[config.mk]
export PLATFORM = sky130hd
export DESIGN_NAME = bcci_frame_ctrl
export DESIGN_NICKNAME = d
export VERILOG_FILES = /design/src/rtl/bcci_frame_ctrl.sv
export SDC_FILE = /design/constraint.sdc
export NUM_CORES = 1
export LEC_CHECK = 0
export ABC_AREA = 1
export CAP_MARGIN = 10
export CORE_AREA = 2 2 141 143
export DETAILED_ROUTE_END_ITERATION = 10
export DIE_AREA = 0 0 143 145
export PLACE_DENSITY = 0.75
export SYNTH_ARGS = -nofsm -noshare
export SYNTH_HDL_FRONTEND = slang
export SYNTH_SLANG_ARGS = --single-unit
export TNS_END_PERCENT = 1
[constraint.sdc]
create_clock -name clk -period 1.9 [get_ports clk]
set_input_delay 0.38 -clock clk [delete_from_list [all_inputs] [get_ports clk]]
set_output_delay 0.38 -clock clk [all_outputs]
set_load 0.01 [all_outputs]
[src/rtl/bcci_frame_ctrl.sv]
// rtl/bcci_frame_ctrl.sv - AXI-Lite frame sequencer for the bicubic upsampling core
// Holds CTRL/STATUS/LINE_CNT/FRAME_CNT, gates the datapath and counts output beats per frame.
module bcci_frame_ctrl #(
   parameter int AXI_DATA_WIDTH = 32,
   parameter int AXI_ADDR_WIDTH = 32,
   parameter int DST_IMG_WIDTH  = 3840,
   parameter int DST_IMG_HEIGHT = 2160,
   parameter int PIX_PER_BEAT   = 1
) (
   input  logic                          clk,
   input  logic                          rst_n,
   input  logic                          s_axi_awvalid,
   output logic                          s_axi_awready,
   input  logic [AXI_ADDR_WIDTH-1:0]     s_axi_awaddr,
   input  logic                          s_axi_wvalid,
   output logic                          s_axi_wready,
   input  logic [AXI_DATA_WIDTH-1:0]     s_axi_wdata,
   input  logic [AXI_DATA_WIDTH/8-1:0]   s_axi_wstrb,
   output logic                          s_axi_bvalid,
   input  logic                          s_axi_bready,
   output logic [1:0]                    s_axi_bresp,
   input  logic                          s_axi_arvalid,
   output logic                          s_axi_arready,
   input  logic [AXI_ADDR_WIDTH-1:0]     s_axi_araddr,
   output logic                          s_axi_rvalid,
   input  logic                          s_axi_rready,
   output logic [AXI_DATA_WIDTH-1:0]     s_axi_rdata,
   output logic [1:0]                    s_axi_rresp,
   input  logic                          mon_tvalid,
   input  logic                          mon_tready,
   input  logic                          mon_tlast,
   output logic                          upsp_en,
   output logic                          upsp_clr,
   output logic                          interrupt_updone
);

   localparam int          BEATS_PER_LINE = DST_IMG_WIDTH / PIX_PER_BEAT;
   localparam logic [31:0] LAST_BEAT      = 32'(BEATS_PER_LINE - 1);
   localparam logic [31:0] LAST_LINE      = 32'(DST_IMG_HEIGHT - 1);

   typedef enum logic {IDLE = 1'b0, RUN = 1'b1} state_t;

   state_t state_q, state_d;

   logic                      awready_q, awready_d, wready_q, wready_d;
   logic                      aw_full_q, aw_full_d, w_full_q, w_full_d;
   logic [1:0]                waddr_q, waddr_d;
   logic [2:0]                wdata_q, wdata_d;
   logic                      wstrb0_q, wstrb0_d;
   logic                      bvalid_q, bvalid_d;
   logic                      arready_q, arready_d, rvalid_q, rvalid_d;
   logic [AXI_DATA_WIDTH-1:0] rdata_q, rdata_d;
   logic [31:0]               beat_cnt_q, beat_cnt_d, line_cnt_q, line_cnt_d;
   logic [31:0]               frame_cnt_q, frame_cnt_d;
   logic                      irq_en_q, irq_en_d, done_q, done_d, err_q, err_d;
   logic                      irq_q, irq_d;

   logic wr_fire, wr_en, ctrl_wr, status_wr, start_req, abort_req;
   logic hs, beat_last, line_last, frame_end, clr_pulse;

   logic unused_bits;
   assign unused_bits = ^{s_axi_awaddr[AXI_ADDR_WIDTH-1:4], s_axi_awaddr[1:0],
                          s_axi_araddr[AXI_ADDR_WIDTH-1:4], s_axi_araddr[1:0],
                          s_axi_wdata[AXI_DATA_WIDTH-1:3], s_axi_wstrb[AXI_DATA_WIDTH/8-1:1]};

   // Register writes take effect on the same edge that raises bvalid.
   assign wr_fire   = aw_full_q && w_full_q && !bvalid_q;
   assign wr_en     = wr_fire && wstrb0_q;
   assign ctrl_wr   = wr_en && (waddr_q == 2'd0);
   assign status_wr = wr_en && (waddr_q == 2'd1);
   assign start_req = ctrl_wr && wdata_q[0];
   assign abort_req = ctrl_wr && wdata_q[2];

   assign hs        = mon_tvalid && mon_tready;
   assign beat_last = (beat_cnt_q == LAST_BEAT);
   assign line_last = (line_cnt_q == LAST_LINE);
   assign frame_end = (state_q == RUN) && hs && beat_last && line_last;

   always_comb begin
      awready_d = s_axi_awvalid && !aw_full_q && !bvalid_q && !awready_q;
      wready_d  = s_axi_wvalid && !w_full_q && !bvalid_q && !wready_q;
      aw_full_d = aw_full_q;
      w_full_d  = w_full_q;
      waddr_d   = waddr_q;
      wdata_d   = wdata_q;
      wstrb0_d  = wstrb0_q;
      bvalid_d  = bvalid_q;
      if (s_axi_awvalid && awready_q) begin
         aw_full_d = 1'b1;
         waddr_d   = s_axi_awaddr[3:2];
      end
      if (s_axi_wvalid && wready_q) begin
         w_full_d = 1'b1;
         wdata_d  = s_axi_wdata[2:0];
         wstrb0_d = s_axi_wstrb[0];
      end
      if (wr_fire) begin
         bvalid_d  = 1'b1;
         aw_full_d = 1'b0;
         w_full_d  = 1'b0;
      end else if (bvalid_q && s_axi_bready) begin
         bvalid_d = 1'b0;
      end
   end

   always_comb begin
      rvalid_d = rvalid_q;
      rdata_d  = rdata_q;
      if (s_axi_arvalid && arready_q) begin
         rvalid_d = 1'b1;
         case (s_axi_araddr[3:2])
            2'd0:    rdata_d = AXI_DATA_WIDTH'({irq_en_q, 1'b0});
            2'd1:    rdata_d = AXI_DATA_WIDTH'({err_q, done_q, state_q == RUN});
            2'd2:    rdata_d = AXI_DATA_WIDTH'(line_cnt_q);
            default: rdata_d = AXI_DATA_WIDTH'(frame_cnt_q);
         endcase
      end else if (rvalid_q && s_axi_rready) begin
         rvalid_d = 1'b0;
      end
      arready_d = !rvalid_d;
   end

   always_comb begin
      state_d = state_q;
      case (state_q)
         IDLE: if (start_req) state_d = RUN;
         RUN:  if (abort_req || frame_end) state_d = IDLE;
         default: state_d = IDLE;
      endcase
   end

   always_comb begin
      upsp_en   = (state_q == RUN);
      clr_pulse = ((state_q == IDLE) && start_req) || ((state_q == RUN) && abort_req);
      upsp_clr  = clr_pulse;
   end

   // Abort beats frame completion; hardware sets of DONE/ERR beat a same-cycle W1C.
   always_comb begin
      beat_cnt_d  = beat_cnt_q;
      line_cnt_d  = line_cnt_q;
      frame_cnt_d = frame_cnt_q;
      irq_en_d    = irq_en_q;
      done_d      = done_q;
      err_d       = err_q;
      if (clr_pulse) begin
         beat_cnt_d = '0;
         line_cnt_d = '0;
      end else if ((state_q == RUN) && hs) begin
         if (beat_last) begin
            beat_cnt_d = '0;
            line_cnt_d = line_last ? '0 : line_cnt_q + 32'd1;
         end else begin
            beat_cnt_d = beat_cnt_q + 32'd1;
         end
      end
      if (frame_end && !abort_req) frame_cnt_d = frame_cnt_q + 32'd1;
      if (ctrl_wr) irq_en_d = wdata_q[1];
      if (status_wr && wdata_q[1]) done_d = 1'b0;
      if (status_wr && wdata_q[2]) err_d = 1'b0;
      if (frame_end && !abort_req) done_d = 1'b1;
      if ((state_q == RUN) && hs && (mon_tlast != beat_last)) err_d = 1'b1;
      irq_d = done_q && irq_en_q;
   end

   always_ff @(posedge clk or negedge rst_n) begin
      if (!rst_n) begin
         state_q     <= IDLE;
         awready_q   <= 1'b0;
         wready_q    <= 1'b0;
         aw_full_q   <= 1'b0;
         w_full_q    <= 1'b0;
         waddr_q     <= '0;
         wdata_q     <= '0;
         wstrb0_q    <= 1'b0;
         bvalid_q    <= 1'b0;
         arready_q   <= 1'b0;
         rvalid_q    <= 1'b0;
         rdata_q     <= '0;
         beat_cnt_q  <= '0;
         line_cnt_q  <= '0;
         frame_cnt_q <= '0;
         irq_en_q    <= 1'b0;
         done_q      <= 1'b0;
         err_q       <= 1'b0;
         irq_q       <= 1'b0;
      end else begin
         state_q     <= state_d;
         awready_q   <= awready_d;
         wready_q    <= wready_d;
         aw_full_q   <= aw_full_d;
         w_full_q    <= w_full_d;
         waddr_q     <= waddr_d;
         wdata_q     <= wdata_d;
         wstrb0_q    <= wstrb0_d;
         bvalid_q    <= bvalid_d;
         arready_q   <= arready_d;
         rvalid_q    <= rvalid_d;
         rdata_q     <= rdata_d;
         beat_cnt_q  <= beat_cnt_d;
         line_cnt_q  <= line_cnt_d;
         frame_cnt_q <= frame_cnt_d;
         irq_en_q    <= irq_en_d;
         done_q      <= done_d;
         err_q       <= err_d;
         irq_q       <= irq_d;
      end
   end

   assign s_axi_awready    = awready_q;
   assign s_axi_wready     = wready_q;
   assign s_axi_bvalid     = bvalid_q;
   assign s_axi_bresp      = 2'b00;
   assign s_axi_arready    = arready_q;
   assign s_axi_rvalid     = rvalid_q;
   assign s_axi_rdata      = rdata_q;
   assign s_axi_rresp      = 2'b00;
   assign interrupt_updone = irq_q;

endmodule

After elaboration in Yosys (flattened, before gate mapping). Index checks and enable logic that the tools add are counted.

Bits in registers: 146. Input port bits: 110. Output and inout port bits: 44. Logic and storage cells: 100.

Add/subtract/negate cells: 3. Equality and inequality tests: 6. Mux-type cells: 23. Bitwise operators: 1. Reductions and logical operators: 48.

Operators by type and width (number): 32-bit two-way mux (7); 32-bit by 1-bit adder with 32-bit output, second input constant (3); 32-bit case mux with 3 select lines (1); 32-bit by 12-bit equality test with 1-bit output, second input constant (2); 1-bit logical AND (29); 1-bit two-way mux (14); 2-bit nonzero test (7); 1-bit zero test (7); 2-bit by 1-bit equality test with 1-bit output, second input constant (2); 2-bit zero test (2); 2-bit equality test, second input constant (1); 1-bit logical OR (2); 1-bit case mux with 2 select lines (1); 2-bit AND reduction (1); 1-bit != test (1); 1-bit NOT (1).

Logic depth before layout (Yosys ltp). Gate-level depths: netlist (run 1).

Word-level depth: 9. Gate-level depth with buffers: 11.

Worst setup path before layout (run 1). OpenSTA, ideal clock, no wires.

Kind: register to register. From: reg beat_cnt_q[0]. To: reg err_q. Arrival: 1590 ps. Data required time: 1780 ps. Slack: 190 ps. Cell stages (with the launch flop): 12. Clock period less this slack: 1710 ps. Path through: dfrtp_1 -> ha_1 -> nand2_2 -> nor2_4 -> nand2_4 -> inv_2 -> nand2_1 -> nor2_4 -> buf_4 -> or2_2 -> nand3_1 -> nand2_1.

Cells in the longest elaborated chain, start to end: 4. Elaborated cells on any way between the ends: 5. Classes of those cells: eq/ne: 2; mux: 1; reduce/logical: 2.

RTL lines: from (decl) (RTL line 53) `logic [31:0] beat_cnt_q, beat_cnt_d, line_cnt_q, line_cnt_d;`; from (signal assigned) (RTL line 200) `beat_cnt_q <= beat_cnt_d;`; 32-bit by 12-bit equality test with 1-bit output * (RTL line 75) `assign beat_last = (beat_cnt_q == LAST_BEAT);`; 1-bit != test * (RTL line 162) `if ((state_q == RUN) && hs && (mon_tlast != beat_last)) err_d = 1'b1;`; 1-bit logical AND * (RTL line 162); 1-bit two-way mux / 2-bit nonzero test (equally long branches); to (signal assigned) (RTL line 205) `err_q <= err_d;`; to (decl) (RTL line 55) `logic irq_en_q, irq_en_d, done_q, done_d, err_q, err_d;`.

Mark *: on every way between the ends. The rest lies on a longest branch, timed or not. A chain may end at the register's enable or synchronous reset.

Final worst setup path (run 1).
From: reg beat_cnt_q[1]. To: reg frame_cnt_q[9].

Cells in the longest elaborated chain, start to end: 4.

RTL lines: 32-bit by 12-bit equality test with 1-bit output (RTL line 75); 1-bit logical AND (2 in series) (RTL line 77) `assign frame_end = (state_q == RUN) && hs && beat_last && line_last;`; 1-bit logical AND (RTL line 157) `if (frame_end && !abort_req) frame_cnt_d = frame_cnt_q + 32'd1;`; to (signal assigned) (RTL line 202) `frame_cnt_q <= frame_cnt_d;`; to (decl) (RTL line 54) `logic [31:0] frame_cnt_q, frame_cnt_d;`.

Every way passes these cells.

==> impl_results.html, run 1 <==
<table>
<tr><th>Metric</th><th>Value</th></tr>
<tr><th colspan="2">Status</th></tr>
<tr><td>Result of the run</td><td>finished clean</td></tr>
<tr><th colspan="2">Logic synthesis</th></tr>
<tr><td>Combinational family with the most area after synthesis</td><td>simple AND/OR/NAND/NOR gates</td></tr>
<tr><td>Xor and xnor fraction of the mapped netlist area</td><td>3.258%</td></tr>
<tr><td>Share of synthesized cell area in and, or, nand and nor gates</td><td>43.89%</td></tr>
<tr><td>Share of cell area taken by muxes after synthesis</td><td>0%</td></tr>
<tr><td>Fraction of the yosys area taken by sequential cells</td><td>38.82%</td></tr>
<tr><td>Cell area after synthesis</td><td>9410 um^2</td></tr>
<tr><td>Gate Count Post-Synth</td><td>1437</td></tr>
<tr><td>Number of unique standard cell types used by synthesis</td><td>36</td></tr>
<tr><td>Adder-Cell Fraction of Synth Area</td><td>0.3989%</td></tr>
<tr><td>Synthesis warning total</td><td>0</td></tr>
<tr><td>Number of synthesized register bits</td><td>146</td></tr>
<tr><td>Main flop type after synthesis</td><td>dfrtp_1</td></tr>
<tr><td>Number of enable flip-flop cells after synthesis</td><td>0</td></tr>
<tr><td>Per-instance average area after synthesis</td><td>6.549 um^2</td></tr>
<tr><td>Async SR Flop Fraction</td><td>100.0%</td></tr>
<tr><td>Complex-gate fraction of the synthesized area</td><td>5.026%</td></tr>
<tr><th colspan="2">Clocking</th></tr>
<tr><td>Depth of the CTS H-tree</td><td>4</td></tr>
<tr><td>Clock tree from TritonCTS</td><td>built</td></tr>
<tr><td>Clock Tree Buf Depth</td><td>2</td></tr>
<tr><td>Sink count of the clock tree</td><td>146</td></tr>
<tr><td>Clock slew at reported path FFs</td><td>70 ps</td></tr>
<tr><td>Root cell of the clock tree</td><td>clkbuf_16</td></tr>
<tr><td>Cts bufs inserted</td><td>17</td></tr>
<tr><td>Clock Latency Late Sink</td><td>430 ps</td></tr>
<tr><th colspan="2">Timing</th></tr>
<tr><td>Peak clock frequency supported by timing</td><td>540.1 MHz</td></tr>
<tr><td>Number of max-slew violations in the final report</td><td>0</td></tr>
<tr><td>Setup repair after global routing missed its margin</td><td>true</td></tr>
<tr><td>Sum of negative setup slack</td><td>0 ps</td></tr>
<tr><td>Hold_ws</td><td>401.7 ps</td></tr>
<tr><td>Time the worst path needs with I/O delays and setup</td><td>1851 ps</td></tr>
<tr><td>Number of failing hold endpoints at the final stage</td><td>0</td></tr>
<tr><td>Final Cycle Share</td><td>97.45%</td></tr>
<tr><td>Final clock skew</td><td>12.06 ps</td></tr>
<tr><td>Final-report setup violation count</td><td>0</td></tr>
<tr><th colspan="2">Worst setup path</th></tr>
<tr><td>Origin of the worst setup path</td><td>beat_cnt_q[1]</td></tr>
<tr><td>Kind of start point of the critical path</td><td>flip-flop</td></tr>
<tr><td>Depth of the worst register-to-register path</td><td>11</td></tr>
<tr><td>Crit path kind</td><td>flip-flop to flip-flop</td></tr>
<tr><td>Critical Path AT</td><td>2160 ps</td></tr>
<tr><td>Type of destination of the critical path</td><td>flip-flop</td></tr>
<tr><td>Reg2Reg Launch Point</td><td>beat_cnt_q[1]</td></tr>
<tr><td>Required time at the endpoint of the critical path</td><td>2210 ps</td></tr>
<tr><td>Minimum setup slack among reg-to-reg paths</td><td>50 ps</td></tr>
<tr><td>R2r endpoint</td><td>frame_cnt_q[9]</td></tr>
<tr><td>CP Capture Point</td><td>frame_cnt_q[9]</td></tr>
<tr><td>Crit path max fanout</td><td>32</td></tr>
<tr><th colspan="2">GRT</th></tr>
<tr><td>Antenna violations before repair</td><td>0</td></tr>
<tr><td>Met2 Use GR</td><td>41.05%</td></tr>
<tr><td>Most Used Layer, Global Route</td><td>met2</td></tr>
<tr><td>Fraction of met1 tracks used by global routing</td><td>36.36%</td></tr>
<tr><td>Total routing resource utilization after global routing</td><td>26.08%</td></tr>
<tr><td>Pin count of the biggest net entering global routing</td><td>42</td></tr>
<tr><td>Number of global-route vias before repair</td><td>8957</td></tr>
<tr><td>Met3 track utilization from global routing</td><td>4.554%</td></tr>
<tr><td>Final global-route overflow total</td><td>0</td></tr>
<tr><td>First-pass GRT wire length</td><td>43.41 mm</td></tr>
<tr><th colspan="2">Final layout</th></tr>
<tr><td>Inserted Diodes</td><td>0</td></tr>
<tr><td>Number of cells in the finished layout apart from fillers</td><td>1815</td></tr>
<tr><td>Most common cell after layout, fill and taps aside</td><td>nand2_1</td></tr>
<tr><td>Fraction of layout instances using a drive strength above 1</td><td>10.06%</td></tr>
<tr><td>Final nets</td><td>1651</td></tr>
<tr><td>Most frequent cells in the layout</td><td>nand2_1 (537), nor2_1 (225), nand3_1 (164)</td></tr>
<tr><td>Share of the core filled with cells</td><td>59.60%</td></tr>
<tr><td># fillers</td><td>1761</td></tr>
<tr><td>Area growth from synthesis to layout</td><td>21.65%</td></tr>
<tr><th colspan="2">Routing</th></tr>
<tr><td>First drt pass iteration count</td><td>6</td></tr>
<tr><td>Routed via count divided by cell count</td><td>5.311</td></tr>
<tr><td>DRC violations left</td><td>0</td></tr>
<tr><td>Total wirelength of the detailed-routed design</td><td>26.96 mm</td></tr>
<tr><td>Violation count after the first detailed-routing iteration</td><td>918</td></tr>
<tr><td>Via count</td><td>9640</td></tr>
<tr><td>Mean routed wirelength per cell</td><td>14.86 um</td></tr>
<tr><td>Antenna Nets Post-Route</td><td>0</td></tr>
<tr><th colspan="2">Floorplan</th></tr>
<tr><td>DIE AREA</td><td>20740 um^2</td></tr>
<tr><td>Top-Level Pins</td><td>154</td></tr>
<tr><td>Area of the core</td><td>19210 um^2</td></tr>
<tr><td>Standard-cell row count</td><td>51</td></tr>
<tr><td>Initial core utilization</td><td>48.99%</td></tr>
<tr><td>Width of the die</td><td>143 um</td></tr>
<tr><td>Height of the die</td><td>145 um</td></tr>
<tr><th colspan="2">Pwr</th></tr>
<tr><td>VDD IR-drop max</td><td>0.0005759 V</td></tr>
<tr><td>Leakage power total</td><td>5.304 nW</td></tr>
<tr><td>PD cells</td><td>788.7 nW/um^2</td></tr>
<tr><th colspan="2">Place</th></tr>
<tr><td>Final weighted congestion in routability-driven placement</td><td>0.9237</td></tr>
<tr><td>DP Cell Count</td><td>1775</td></tr>
<tr><td>HPWL after detailed placement</td><td>19.69 mm</td></tr>
<tr><td>Number of buffers added on ports</td><td>57</td></tr>
<tr><th colspan="2">Min path</th></tr>
<tr><td>Type of the tightest min-delay check</td><td>input pin to asynchronous set/reset pin</td></tr>
<tr><th colspan="2">Run</th></tr>
<tr><td>Number of max-cap violations</td><td>0</td></tr>
</table>
[metal layers]
metal	wire [um]	up-vias
met5	0	-
met4	752	0
met3	1516	67
met2	12660	344
met1	12040	4501
li1	-	4728
[timing repair]
item | 4_1_cts | 5_1_grt
hold endpoints to repair | 27 | 0
pin swaps | 0 | 4
gates resized for setup | 6 | 17
hold buffers | 1 | 0
endpoints found under the setup margin | 2 | 67
buffers inserted | 0 | 5
cloned | 0 | 3
[where the power goes]
group | switching (mW) | internal, mW
clock | 1.43 | 2.25
combinational | 1.01 | 0.730
sequential | 0.229 | 3.38
[synthesized netlist by cell type, types with 2 or more instances]
| cell type | count | share of area (%) |
|---|---|---|
| a31oi_1 | 15 | 1.0 |
| nand2_4 | 3 | 0.36 |
| xnor2_1 | 3 | 0.28 |
| inv_2 | 3 | 0.12 |
| o21ai_0 | 44 | 2.3 |
| xor2_1 | 32 | 3.0 |
| nor4_1 | 2 | 0.13 |
| buf_2 | 25 | 1.3 |
| nor2_4 | 8 | 0.96 |
| nor2_1 | 229 | 9.1 |
| inv_1 | 120 | 4.8 |
| and2_1 | 2 | 0.13 |
| or2_2 | 2 | 0.13 |
| clkbuf_1 | 14 | 0.56 |
| buf_4 | 7 | 0.56 |
| nand2_1 | 539 | 21 |
| buf_6 | 9 | 1.1 |
| a41oi_1 | 2 | 0.19 |
| nand4_1 | 22 | 1.5 |
| nand2_2 | 6 | 0.40 |
| o21ai_1 | 5 | 0.27 |
| ha_1 | 3 | 0.40 |
| dfrtp_1 | 146 | 39 |
| nand3_1 | 166 | 8.8 |
| o22ai_1 | 15 | 1.0 |
| nor2_2 | 5 | 0.33 |
[per-stage QoR]
| step | worst slack [ps] | cell area [um^2] | power (mW) |
|---|---|---|---|
| 3_5_place_dp | -12.27 | 10640 | 5.343 |
| 3_3_place_gp | 8.880 | 10640 | 5.316 |
| 5_1_grt | -63.07 | 11450 | 9.427 |
| 6_report | 48.51 | 11450 | 9.029 |
| 2_1_floorplan | 189.7 | 9422 | 4.523 |
| 4_1_cts | -50.85 | 11290 | 9.025 |
[cell families (layout without fill, tap and decap cells)]
logic type,Yosys count,count (layout)
xor gates and xnor gates,35,35
other,1,4
and+or+nand+nor,987,987
buffers and inverters,181,291
adders and majority gates,3,3
DFF,146,146
AOI/OAI and AO/OA,84,84
[sequential cells by signal (all words and copies together), names as in the netlist, 2 cells and up]
| name | cells |
|---|---|
| beat_cnt_q | 32 |
| frame_cnt_q | 32 |
| line_cnt_q | 32 |
| s_axi_rdata | 32 |
| waddr_q | 2 |
| wdata_q | 3 |
[worst min path at each step]
| stage | startpoint | endpoint | slack, ps |
|---|---|---|---|
| 6_report | rst_n | s_axi_bvalid | 400 |
| 2_1_floorplan | rst_n | aw_full_q | 80 |
| 3_5_place_dp | rst_n | aw_full_q | 290 |
| 3_3_place_gp | rst_n | s_axi_awready | 290 |
| 5_1_grt | rst_n | s_axi_wready | 420 |
| 4_1_cts | rst_n | w_full_q | 410 |
[cell type report]
cell class                      instances  area, um^2  area share [%]
Tap cell                              265       331.6           2.896
Multi-Input combinational cell       1113        5010           43.76
Inverter                              124       465.4           4.066
Clock buffer                           18       439.2           3.836
Clock inverter                         13       195.2           1.705
Sequential cell                       146        3659           31.96
Timing Repair Buffer                  136        1348           11.77
[critical path, cell delays in order (launching register included)]
cell,delay [ps]
dfrtp_1,400
ha_2,230
nand2_4,70
nor2_4,170
nand2_4,90
inv_2,70
nand2_2,70
nor2_4,170
nand4_4,120
buf_12,200
nand2_1,70
nand2_1,60
(Power assumes the default switching activity.)
==> run 2: changes to the inputs <==
--- a/config.mk
+++ b/config.mk
@@ -10,6 +10,8 @@
 export CORE_AREA = 2 2 141 143
 export DETAILED_ROUTE_END_ITERATION = 10
 export DIE_AREA = 0 0 143 145
+export GPL_ROUTABILITY_DRIVEN = 0
+export GPL_TIMING_DRIVEN = 1
 export PLACE_DENSITY = 0.75
 export SYNTH_ARGS = -nofsm -noshare
 export SYNTH_HDL_FRONTEND = slang
==> run 2 against run 1 <==
First-iteration DRC count down 4.1%. Sequential power about the same. Final area down 0.17%. Global-route usage up 0.28 points. Hold slack better by 39 ps. Non-clock buffer count down 4. Clock power up 2%. Sequential cell count unchanged. Critical endpoint is now upsp_clr. Largest power group unchanged.
==> impl_results.html, run 2 (same netlist as run 1, synthesis figures left out) <==
<table>
<tr><th>Metric</th><th>Value</th></tr>
<tr><th colspan="2">Worst setup path</th></tr>
<tr><td>Type of destination of the critical path</td><td>output port</td></tr>
<tr><td>Crit path cell chain</td><td>nor2_4 -&gt; nand4_1 -&gt; nand2_2 -&gt; buf_6</td></tr>
<tr><td>Kind of start point of the critical path</td><td>flip-flop</td></tr>
<tr><td>Minimum setup slack among reg-to-reg paths</td><td>80 ps (+30 ps)</td></tr>
<tr><td>Largest delay contributor family on the critical path</td><td>simple AND/OR/NAND/NOR gates</td></tr>
<tr><td>R2r endpoint</td><td>frame_cnt_q[31]</td></tr>
<tr><td>Required time at the endpoint of the critical path</td><td>1520 ps (-690 ps)</td></tr>
<tr><td>Crit path largest cell delay</td><td>410 ps (about the same)</td></tr>
<tr><td>Origin of the worst setup path</td><td>waddr_q[1]</td></tr>
<tr><td>Crit path max fanout</td><td>6 (-81%)</td></tr>
<tr><td>Reg2Reg Launch Point</td><td>beat_cnt_q[1]</td></tr>
<tr><td>Crit path kind</td><td>flip-flop to output port</td></tr>
<tr><td>Critical Path AT</td><td>1500 ps (-660 ps)</td></tr>
<tr><td>Slowest cell on crit path</td><td>dfrtp_1</td></tr>
<tr><td>Depth of the worst register-to-register path</td><td>11 (unchanged)</td></tr>
<tr><td>Crit path buf inv count</td><td>1 (-1)</td></tr>
<tr><th colspan="2">Final layout</th></tr>
<tr><td>Final nets</td><td>1647 (-0.24%)</td></tr>
<tr><td>Most frequent cells in the layout</td><td>nand2_1 (537), nor2_1 (228), nand3_1 (163)</td></tr>
<tr><td>Fraction of layout instances using a drive strength above 1</td><td>9.767% (-0.30 points)</td></tr>
<tr><td>Area growth from synthesis to layout</td><td>21.43%</td></tr>
<tr><td># fillers</td><td>1740 (-1.2%)</td></tr>
<tr><td>Share of the core filled with cells</td><td>59.49% (-0.10 points)</td></tr>
<tr><td>Most common cell after layout, fill and taps aside</td><td>nand2_1</td></tr>
<tr><td>Number of cells in the finished layout apart from fillers</td><td>1811 (-0.22%)</td></tr>
<tr><td>Inserted Diodes</td><td>0 (unchanged)</td></tr>
<tr><th colspan="2">Routing</th></tr>
<tr><td>Total wirelength of the detailed-routed design</td><td>26.85 mm (-0.42%)</td></tr>
<tr><td>Routed via count divided by cell count</td><td>5.295 (-0.30%)</td></tr>
<tr><td>Via count</td><td>9590 (-0.52%)</td></tr>
<tr><td>Uppermost layer routed</td><td>met4</td></tr>
<tr><td>DRC violations left</td><td>0 (unchanged)</td></tr>
<tr><td>Sum of met3 wire segment lengths after detailed routing</td><td>1.984 mm (+31%)</td></tr>
<tr><td>Met2 wirelength from detailed routing</td><td>12.77 mm (+0.88%)</td></tr>
<tr><td>Detailed-routing wirelength on met1</td><td>11.64 mm (-3.3%)</td></tr>
<tr><td>Violation count after the first detailed-routing iteration</td><td>880 (-4.1%)</td></tr>
<tr><td>Mean routed wirelength per cell</td><td>14.83 um (-0.20%)</td></tr>
<tr><td>Antenna Nets Post-Route</td><td>0 (unchanged)</td></tr>
<tr><td>First drt pass iteration count</td><td>6 (unchanged)</td></tr>
<tr><th colspan="2">GRT</th></tr>
<tr><td>First-pass GRT wire length</td><td>44.17 mm (+1.7%)</td></tr>
<tr><td>Final global-route overflow total</td><td>0 (unchanged)</td></tr>
<tr><td>Antenna violations before repair</td><td>0 (unchanged)</td></tr>
<tr><td>Number of global-route vias before repair</td><td>8989 (+0.36%)</td></tr>
<tr><td>Total routing resource utilization after global routing</td><td>26.36% (+0.28 points)</td></tr>
<tr><td>Pin count of the biggest net entering global routing</td><td>50 (+19%)</td></tr>
<tr><th colspan="2">Floorplan</th></tr>
<tr><td>Height of the die</td><td>145 um (unchanged)</td></tr>
<tr><td>DIE AREA</td><td>20740 um^2 (unchanged)</td></tr>
<tr><td>Width of the die</td><td>143 um (unchanged)</td></tr>
<tr><td>Initial core utilization</td><td>48.99% (unchanged)</td></tr>
<tr><td>Area of the core</td><td>19210 um^2 (unchanged)</td></tr>
<tr><td>Standard-cell row count</td><td>51 (unchanged)</td></tr>
<tr><td>Top-Level Pins</td><td>154 (unchanged)</td></tr>
<tr><th colspan="2">Clocking</th></tr>
<tr><td>Clock tree from TritonCTS</td><td>built</td></tr>
<tr><td>Cts bufs inserted</td><td>17 (unchanged)</td></tr>
<tr><td>Clock slew at reported path FFs</td><td>80 ps (about the same)</td></tr>
<tr><td>Clock Tree Buf Depth</td><td>2 (unchanged)</td></tr>
<tr><td>Clock Latency Late Sink</td><td>450 ps (+20 ps)</td></tr>
<tr><td>Root cell of the clock tree</td><td>clkbuf_16</td></tr>
<tr><td>Sink count of the clock tree</td><td>146 (unchanged)</td></tr>
<tr><td>Depth of the CTS H-tree</td><td>4 (unchanged)</td></tr>
<tr><th colspan="2">Pwr</th></tr>
<tr><td>Leakage power total</td><td>5.267 nW (-0.69%)</td></tr>
<tr><td>Overall power after layout</td><td>9.123 mW (+1.0%)</td></tr>
<tr><td>VDD IR-drop max</td><td>0.0007864 V (+37%)</td></tr>
<tr><td>PD cells</td><td>798.4 nW/um^2 (+1.2%)</td></tr>
<tr><th colspan="2">Timing</th></tr>
<tr><td>Setup repair after global routing missed its margin</td><td>true</td></tr>
<tr><td>Final-report setup violation count</td><td>0 (unchanged)</td></tr>
<tr><td>Hold_ws</td><td>440.7 ps (+39.04 ps)</td></tr>
<tr><td>Number of max-slew violations in the final report</td><td>0 (unchanged)</td></tr>
<tr><td>Time the worst path needs with I/O delays and setup</td><td>1877 ps (+25.87 ps)</td></tr>
<tr><td>Sum of negative setup slack</td><td>0 ps (unchanged)</td></tr>
<tr><td>Peak clock frequency supported by timing</td><td>532.7 MHz (-1.4%)</td></tr>
<tr><td>Final Cycle Share</td><td>98.81% (+1.4 points)</td></tr>
<tr><td>Number of failing hold endpoints at the final stage</td><td>0 (unchanged)</td></tr>
<tr><td>Final clock skew</td><td>19.48 ps (+7.422 ps)</td></tr>
<tr><th colspan="2">Place</th></tr>
<tr><td>DP Cell Count</td><td>1767 (-0.45%)</td></tr>
<tr><td>Number of buffers added on ports</td><td>57 (unchanged)</td></tr>
<tr><td>HPWL after detailed placement</td><td>19.19 mm (-2.5%)</td></tr>
<tr><th colspan="2">Status</th></tr>
<tr><td>Result of the run</td><td>finished clean</td></tr>
<tr><th colspan="2">Min path</th></tr>
<tr><td>Type of the tightest min-delay check</td><td>input pin to asynchronous set/reset pin</td></tr>
<tr><th colspan="2">Run</th></tr>
<tr><td>Number of max-cap violations</td><td>0 (unchanged)</td></tr>
</table>
-- run 2: changes by cell type in the layout (fill, tap and decap cells not counted), sizes merged --
cell / before / now
buf: 78 / 74
dlymetal6s2s: 1 / 0
clkinv: 4 / 3
clkinvlp: 0 / 1
clkbuf: 20 / 19
inv: 129 / 130
dlygate4sd2: 0 / 1
-- run 2: power by group --
group,total (mW),switching (mW),internal (mW)
Combinational,1.75,1.03,0.723
Clock,3.76,1.52,2.24
Sequential,3.61,0.233,3.37
-- run 2: how the worst max path moves through the flow --
stage / depth (start not counted) / end
5_1_grt: 4 / upsp_clr
2_1_floorplan: 11 / err_q
3_5_place_dp: 8 / frame_cnt_q[26]
6_report: 4 / upsp_clr
3_3_place_gp: 8 / frame_cnt_q[31]
4_1_cts: 6 / upsp_clr
-- run 2: metal layers --
metal  vias to the layer above  track usage [%]
li1                       4733                -
met1                      4457            36.22
met4                         0            6.485
met3                        37            5.314
met5                         -                0
met2                       363            42.63
-- run 2: timing repair --
action,CTS,global route
endpoints found under the setup margin,2,71
hold endpoints to repair,46,0
hold buffers,1,0
pin swaps,2,10
setup buffers,1,8
cloned,0,3
gates resized for setup,10,14
-- run 2: layout make-up --
type | count | area [um^2] | share of cell area (%)
clock buffers | 17 | 425.4 | 3.723
repair buffers | 132 | 1301 | 11.39
clock inverters | 14 | 219.0 | 1.916
well taps | 265 | 331.6 | 2.902
flip-flops and latches | 146 | 3660 | 32.03
multi-input cells | 1113 | 5025 | 43.97
inverters | 124 | 465.4 | 4.073
-- run 2: worst register-to-register path: cells and delay by family (launching register included) --
| kind | cells | cell delay [ps] |
|---|---|---|
| adder cells (fa/ha/maj) | 1 | 170 |
| buffers and inverters | 2 | 300 |
| flip-flops | 1 | 410 |
| AND/OR/NAND/NOR | 8 | 880 |
-- run 2: metrics by stage --
step | cell area, um^2 | setup slack [ps]
finish | 11430 | 22.64
global route | 11430 | -31.62
CTS | 11240 | -6.879
detailed placement | 10560 | -48.74
global placement | 10560 | -6.705
floorplan | 9422 | 189.7
==> run 3: changes to the inputs <==
--- a/config.mk
+++ b/config.mk
@@ -7,9 +7,9 @@
 export LEC_CHECK = 0
 export ABC_AREA = 1
 export CAP_MARGIN = 10
-export CORE_AREA = 2 2 141 143
+export CORE_AREA = 4 4 143 145
 export DETAILED_ROUTE_END_ITERATION = 10
-export DIE_AREA = 0 0 143 145
+export DIE_AREA = 0 0 147 149
 export GPL_ROUTABILITY_DRIVEN = 0
 export GPL_TIMING_DRIVEN = 1
 export PLACE_DENSITY = 0.75
==> run 3 against run 2 <==
Utilization decreased by 0.13 points. Final area decreased by 0.22%. Combinational power increased by 4%. The run now ends with negative setup slack left. Largest cell class unchanged. Global-route usage decreased by 2.4 points. Clock skew decreased by 6.0 ps. Critical endpoint is now frame_cnt_q[25]. Largest power group is now sequential cells. Critical path type is now flip-flop to flip-flop. Clock power decreased by 8.8%.
==> impl_results.html, run 3 (same netlist as run 1, synthesis figures left out) <==
<table>
<tr><th>Metric</th><th>Value</th></tr>
<tr><th colspan="2">Timing</th></tr>
<tr><td>Time the worst path needs with I/O delays and setup</td><td>1901 ps (+24.08 ps)</td></tr>
<tr><td>Number of failing hold endpoints at the final stage</td><td>0 (unchanged)</td></tr>
<tr><td>Setup repair after global routing missed its margin</td><td>true</td></tr>
<tr><td>Peak clock frequency supported by timing</td><td>525.9 MHz (-1.3%)</td></tr>
<tr><td>Setup WS post-layout</td><td>-1.446 ps (-24.08 ps)</td></tr>
<tr><td>Hold_ws</td><td>389.7 ps (-51.07 ps)</td></tr>
<tr><td>Number of max-slew violations in the final report</td><td>0 (unchanged)</td></tr>
<tr><td>Final Cycle Share</td><td>100.1% (+1.3 points)</td></tr>
<tr><td>Final clock skew</td><td>13.49 ps (-5.988 ps)</td></tr>
<tr><td>Final-report setup violation count</td><td>1 (+1)</td></tr>
<tr><th colspan="2">Worst setup path</th></tr>
<tr><td>Type of destination of the critical path</td><td>flip-flop</td></tr>
<tr><td>Most repeated library cell on the critical path</td><td>nor2_4</td></tr>
<tr><td>Crit path largest cell delay</td><td>400 ps (about the same)</td></tr>
<tr><td>Slowest cell on crit path</td><td>dfrtp_1</td></tr>
<tr><td>Crit path cell chain</td><td>ha_2 -&gt; nand2_4 -&gt; nor2_4 -&gt; nand2_4 -&gt; nor2_4 -&gt; nand3_4 -&gt; nor2_4 -&gt; buf_12 -&gt; clkbuf_16 -&gt; nand3_1 -&gt; nand2_1</td></tr>
<tr><td>Crit path max fanout</td><td>7 (+1)</td></tr>
<tr><td>Kind of start point of the critical path</td><td>flip-flop</td></tr>
<tr><td>Depth of the worst register-to-register path</td><td>11 (unchanged)</td></tr>
<tr><td>Required time at the endpoint of the critical path</td><td>2270 ps (+750 ps)</td></tr>
<tr><td>R2r endpoint</td><td>frame_cnt_q[25]</td></tr>
<tr><td>Reg2Reg Launch Point</td><td>beat_cnt_q[1]</td></tr>
<tr><td>Minimum setup slack among reg-to-reg paths</td><td>-1 ps (-80 ps)</td></tr>
<tr><td>Critical Path AT</td><td>2280 ps (+780 ps)</td></tr>
<tr><td>Crit path kind</td><td>flip-flop to flip-flop</td></tr>
<tr><th colspan="2">Floorplan</th></tr>
<tr><td>Standard-cell row count</td><td>51 (unchanged)</td></tr>
<tr><td>Height of the die</td><td>149 um (+2.8%)</td></tr>
<tr><td>Top-Level Pins</td><td>154 (unchanged)</td></tr>
<tr><td>Width of the die</td><td>147 um (+2.8%)</td></tr>
<tr><td>Initial core utilization</td><td>48.99% (unchanged)</td></tr>
<tr><td>Area of the core</td><td>19210 um^2 (unchanged)</td></tr>
<tr><td>DIE AREA</td><td>21900 um^2 (+5.6%)</td></tr>
<tr><th colspan="2">Final layout</th></tr>
<tr><td>Share of the core filled with cells</td><td>59.36% (-0.13 points)</td></tr>
<tr><td>Most common cell after layout, fill and taps aside</td><td>nand2_1</td></tr>
<tr><td>Area growth from synthesis to layout</td><td>21.17%</td></tr>
<tr><td># fillers</td><td>1758 (+1.0%)</td></tr>
<tr><td>Final nets</td><td>1647 (unchanged)</td></tr>
<tr><td>Most frequent cells in the layout</td><td>nand2_1 (538), nor2_1 (224), nand3_1 (164)</td></tr>
<tr><td>Fraction of layout instances using a drive strength above 1</td><td>9.573% (-0.19 points)</td></tr>
<tr><td>Inserted Diodes</td><td>0 (unchanged)</td></tr>
<tr><th colspan="2">Clocking</th></tr>
<tr><td>Clock Tree Buf Depth</td><td>2 (unchanged)</td></tr>
<tr><td>Clock Latency Late Sink</td><td>440 ps (about the same)</td></tr>
<tr><td>Sink count of the clock tree</td><td>146 (unchanged)</td></tr>
<tr><td>Depth of the CTS H-tree</td><td>4 (unchanged)</td></tr>
<tr><td>Clock tree from TritonCTS</td><td>built</td></tr>
<tr><td>Root cell of the clock tree</td><td>clkbuf_16</td></tr>
<tr><td>Cts bufs inserted</td><td>17 (unchanged)</td></tr>
<tr><td>Clock slew at reported path FFs</td><td>70 ps (about the same)</td></tr>
<tr><th colspan="2">Run</th></tr>
<tr><td>Number of max-cap violations</td><td>0 (unchanged)</td></tr>
<tr><th colspan="2">GRT</th></tr>
<tr><td>Final global-route overflow total</td><td>0 (unchanged)</td></tr>
<tr><td>Antenna violations before repair</td><td>0 (unchanged)</td></tr>
<tr><td>Number of global-route vias before repair</td><td>8951 (-0.42%)</td></tr>
<tr><td>Pin count of the biggest net entering global routing</td><td>49 (-2.0%)</td></tr>
<tr><td>First-pass GRT wire length</td><td>42.94 mm (-2.8%)</td></tr>
<tr><td>Total routing resource utilization after global routing</td><td>23.97% (-2.4 points)</td></tr>
<tr><th colspan="2">Pwr</th></tr>
<tr><td>PD cells</td><td>775.3 nW/um^2 (-2.9%)</td></tr>
<tr><td>VDD IR-drop max</td><td>0.0005541 V (-30%)</td></tr>
<tr><td>Leakage power total</td><td>5.270 nW (about the same)</td></tr>
<tr><td>Overall power after layout</td><td>8.840 mW (-3.1%)</td></tr>
<tr><th colspan="2">Routing</th></tr>
<tr><td>First drt pass iteration count</td><td>8 (+2)</td></tr>
<tr><td>Routed via count divided by cell count</td><td>5.340 (+0.84%)</td></tr>
<tr><td>Violation count after the first detailed-routing iteration</td><td>843 (-4.2%)</td></tr>
<tr><td>Via count</td><td>9671 (+0.84%)</td></tr>
<tr><td>Total wirelength of the detailed-routed design</td><td>26.70 mm (-0.56%)</td></tr>
<tr><td>Antenna Nets Post-Route</td><td>0 (unchanged)</td></tr>
<tr><td>Mean routed wirelength per cell</td><td>14.74 um (-0.56%)</td></tr>
<tr><td>DRC violations left</td><td>0 (unchanged)</td></tr>
<tr><th colspan="2">Status</th></tr>
<tr><td>Result of the run</td><td>finished with violations</td></tr>
<tr><td>Violated checks</td><td>negative setup slack</td></tr>
<tr><th colspan="2">Min path</th></tr>
<tr><td>Type of the tightest min-delay check</td><td>input pin to asynchronous set/reset pin</td></tr>
<tr><th colspan="2">Place</th></tr>
<tr><td>Number of buffers added on ports</td><td>57 (unchanged)</td></tr>
<tr><td>Pre-CTS setup slack</td><td>-28.30 ps (+20.44 ps)</td></tr>
<tr><td>HPWL after detailed placement</td><td>19.09 mm (-0.52%)</td></tr>
</table>
-- run 3: changes by cell type in the layout (fill, tap and decap cells not counted), moves of 2 or more --
| cell | change |
|---|---|
| buf_4 | -3 |
| buf_6 | +2 |
| bufinv_16 | -2 |
| clkinv_2 | +2 |
| dfrtp_1 | +4 |
| dfrtp_2 | -4 |
| inv_6 | -2 |
| nand2_2 | -3 |
| nand2_4 | +2 |
| nand3_2 | -2 |
| nor2_1 | -4 |
| nor2_2 | +3 |
-- run 3: layout make-up --
class | count | area, um^2 | area share (%)
Tap cell | 265 | 331.6 | 2.908
Sequential cell | 146 | 3655 | 32.05
Clock buffer | 18 | 439.2 | 3.852
Inverter | 124 | 465.4 | 4.082
Timing Repair Buffer | 132 | 1323 | 11.60
Clock inverter | 13 | 151.4 | 1.328
Multi-Input combinational cell | 1113 | 5037 | 44.18
-- run 3: what timing repair did --
item	4_1_cts	5_1_grt
pin swaps	3	27
buffers inserted	3	6
hold endpoints to repair	31	0
gates resized for setup	7	18
cloned	0	3
setup endpoints to repair	2	85
hold buffers	1	0
-- run 3: per-stage QoR --
step	setup TNS (ps)	cell area (um^2)	std cells
5_1_grt	-1125	11400	1811
4_1_cts	-0.3949	11210	1802
3_3_place_gp	0	10580	1767
2_1_floorplan	0	9422	1440
3_5_place_dp	-28.30	10580	1767
6_report	-1.446	11400	1811
-- run 3: layer usage --
layer / vias up / share of wire [%] / GRT usage [%]
met3: 57 / 6.9 / 4.558
met2: 410 / 47 / 39.09
met5: - / 0 / 0
li1: 4730 / - / -
met4: 0 / 2.2 / 7.363
met1: 4474 / 44 / 32.63
-- run 3: how the worst max path moves through the flow --
| stage | cells past startpoint | startpoint | endpoint |
|---|---|---|---|
| 2_1_floorplan | 11 | beat_cnt_q[0] | err_q |
| 3_3_place_gp | 4 | waddr_q[0] | upsp_clr |
| 3_5_place_dp | 4 | waddr_q[0] | upsp_clr |
| 4_1_cts | 6 | s_axi_bvalid | upsp_clr |
| 5_1_grt | 11 | beat_cnt_q[1] | frame_cnt_q[5] |
| 6_report | 11 | beat_cnt_q[1] | frame_cnt_q[25] |
-- run 3: report_power, final --
group	switching, mW	leakage (nW)	internal, mW	total, mW
sequential	0.220	1.97	3.38	3.60
clock	1.44	0.287	1.99	3.43
combinational	1.06	3.02	0.762	1.82
-- run 3: worst max-delay path: cells and delay by family (launching register included) --
family | cells | cell delay (ps)
adder cells (fa/ha/maj) | 1 | 240
flip-flops | 1 | 400
AND/OR/NAND/NOR | 8 | 900
buffers and inverters | 2 | 290
==> variant (config.mk and constraints of run 2) <==
`AXI_DATA_WIDTH`: 32 -> 16.
--- a/src/rtl/bcci_frame_ctrl.sv
+++ b/src/rtl/bcci_frame_ctrl.sv
@@ -2,5 +2,5 @@
 // Holds CTRL/STATUS/LINE_CNT/FRAME_CNT, gates the datapath and counts output beats per frame.
 module bcci_frame_ctrl #(
-   parameter int AXI_DATA_WIDTH = 32,
+   parameter int AXI_DATA_WIDTH = 16,
    parameter int AXI_ADDR_WIDTH = 32,
    parameter int DST_IMG_WIDTH  = 3840,
Ports: changed (resized s_axi_rdata, s_axi_wdata and s_axi_wstrb); port bits go from 154 to 120. The function was not compared with the original's and may differ.
==> variant against run 2 <==
Global-route usage shrank 8.0 points. Sequential power shrank 13%. Final area decreased by 24%. Core utilization down 14 points. Sequential share of layout area is 0.78 points higher. Synthesized area shrank 25%. Routed wire length is 32% lower. Sequential cell count decreased by 32. Total power shrank 7.3%. Critical path depth up 2. Setup slack gained 0.013 ns.
==> variant: results (changes against run 2) <==
Place
  • Post-DP Area: 8010 µm² (-24%)
  • Pre-CTS setup slack: 0.0236 ns (+0.0724 ns)
  • Placed Cells: 1378 (-22%)
  • DP HPWL: 13000 µm (-32%)
  • I/O Buffers: 41 (-28%)

Synth
  • Post-Synthesis Cells: 1057 (-26%)
  • Synth Area in Compound Gates: 0.0475 (-0.00277)
  • Commonest cells post-synth: nand2_1 (409), nor2_1 (170), dfrtp_1 (114)
  • Synth unique cells: 35 (-2.8%)
  • Ranking of synthesized cells by area: dfrtp_1 (40%), nand2_1 (22%), nor2_1 (9.0%)
  • XOR/XNOR Fraction of Synth Area: 0.0569 (+0.0243)

Global routing
  • Vias in the first global route: 6276 (-30%)
  • GR Layer Usage met1: 0.274 (-0.0881)
  • First-pass GRT wire length: 31000 µm (-30%)
  • Tot GR Track Use: 0.184 (-0.0796)
  • M2 GR Usage: 0.272 (-0.155)
  • Met3 GRT Util: 0.0350 (-0.0182)

Setup path
  • Reg2reg setup slack: 0.10 ns (+0.02 ns)
  • Largest stage delay, worst path: 0.38 ns (-0.03 ns)
  • R2R Path End: line_cnt_q[3]$_DFFE_PN0P_
  • Worst path arrival time: 1.48 ns (-0.02 ns)
  • Crit-path max FO: 3 (-3)
  • Reg-to-reg startpoint: s_axi_bvalid$_DFFE_PN0P_
  • Reg2Reg Depth: 13 (+2)

Pwr
  • Clock Power: 3.27 mW (-13%)
  • Final Total Pwr: 8.45 mW (-7.3%)
  • P_seq: 3.13 mW (-13%)
  • VDD IR max: 0.755 mV (-4.0%)
  • Net Sw Frac: 0.323 (+0.0179)
  • Pleak: 4.03 nW (-23%)

Drt
  • Via/cell ratio: 4.86 (-8.1%)
  • Met3 wire length: 1210 µm (-39%)
  • WL/cell: 13.0 µm (-12%)
  • M1 WL: 8650 µm (-26%)
  • WL met2: 8260 µm (-35%)
  • Drt total wl: 18400 µm (-32%)

STA
  • Max Clock Skew: 0.0123 ns (-0.00715 ns)

Finish
  • Layout cells sized above 1: 0.0950 (-0.00264)
  • Post-layout nets: 1229 (-25%)
  • Fillcell total: 1884 (+8.3%)

Clock network
  • Postcts setup bufs: 0 (-1)
  • Cts repair resizes: 5 (-5)
  • Clock transition at path regs: 0.05 ns (-0.03 ns)
  • Worst-Skew Late Latency: 0.42 ns (-0.03 ns)

Status
  • Status: complete, no violations
[variant: worst min-delay path by stage]
stage                                      start                    endpoint  slack, ns  depth (start not counted)
after global placement    s_axi_rvalid$_DFF_PN0_     s_axi_arready$_DFF_PN0_       0.44                          1
after global routing                       rst_n  line_cnt_q[30]$_DFFE_PN0P_       0.11                          2
after CTS                                  rst_n  line_cnt_q[27]$_DFFE_PN0P_       0.08                          2
after detailed placement  s_axi_wready$_DFF_PN0_      s_axi_wready$_DFF_PN0_       0.45                          1
after floorplan                            rst_n       aw_full_q$_DFFE_PN0P_       0.08                          0
final                                      rst_n  line_cnt_q[30]$_DFFE_PN0P_       0.05                          2
[variant: final cells by class]
cell class,count,area [µm²],area share
multi-input cells,823,3800,0.437
flip-flops and latches,114,2850,0.328
repair buffers,82,757,0.0871
clock buffers,21,460,0.0529
inverters,96,363,0.0417
well taps,265,332,0.0381
clock inverters,11,135,0.0155
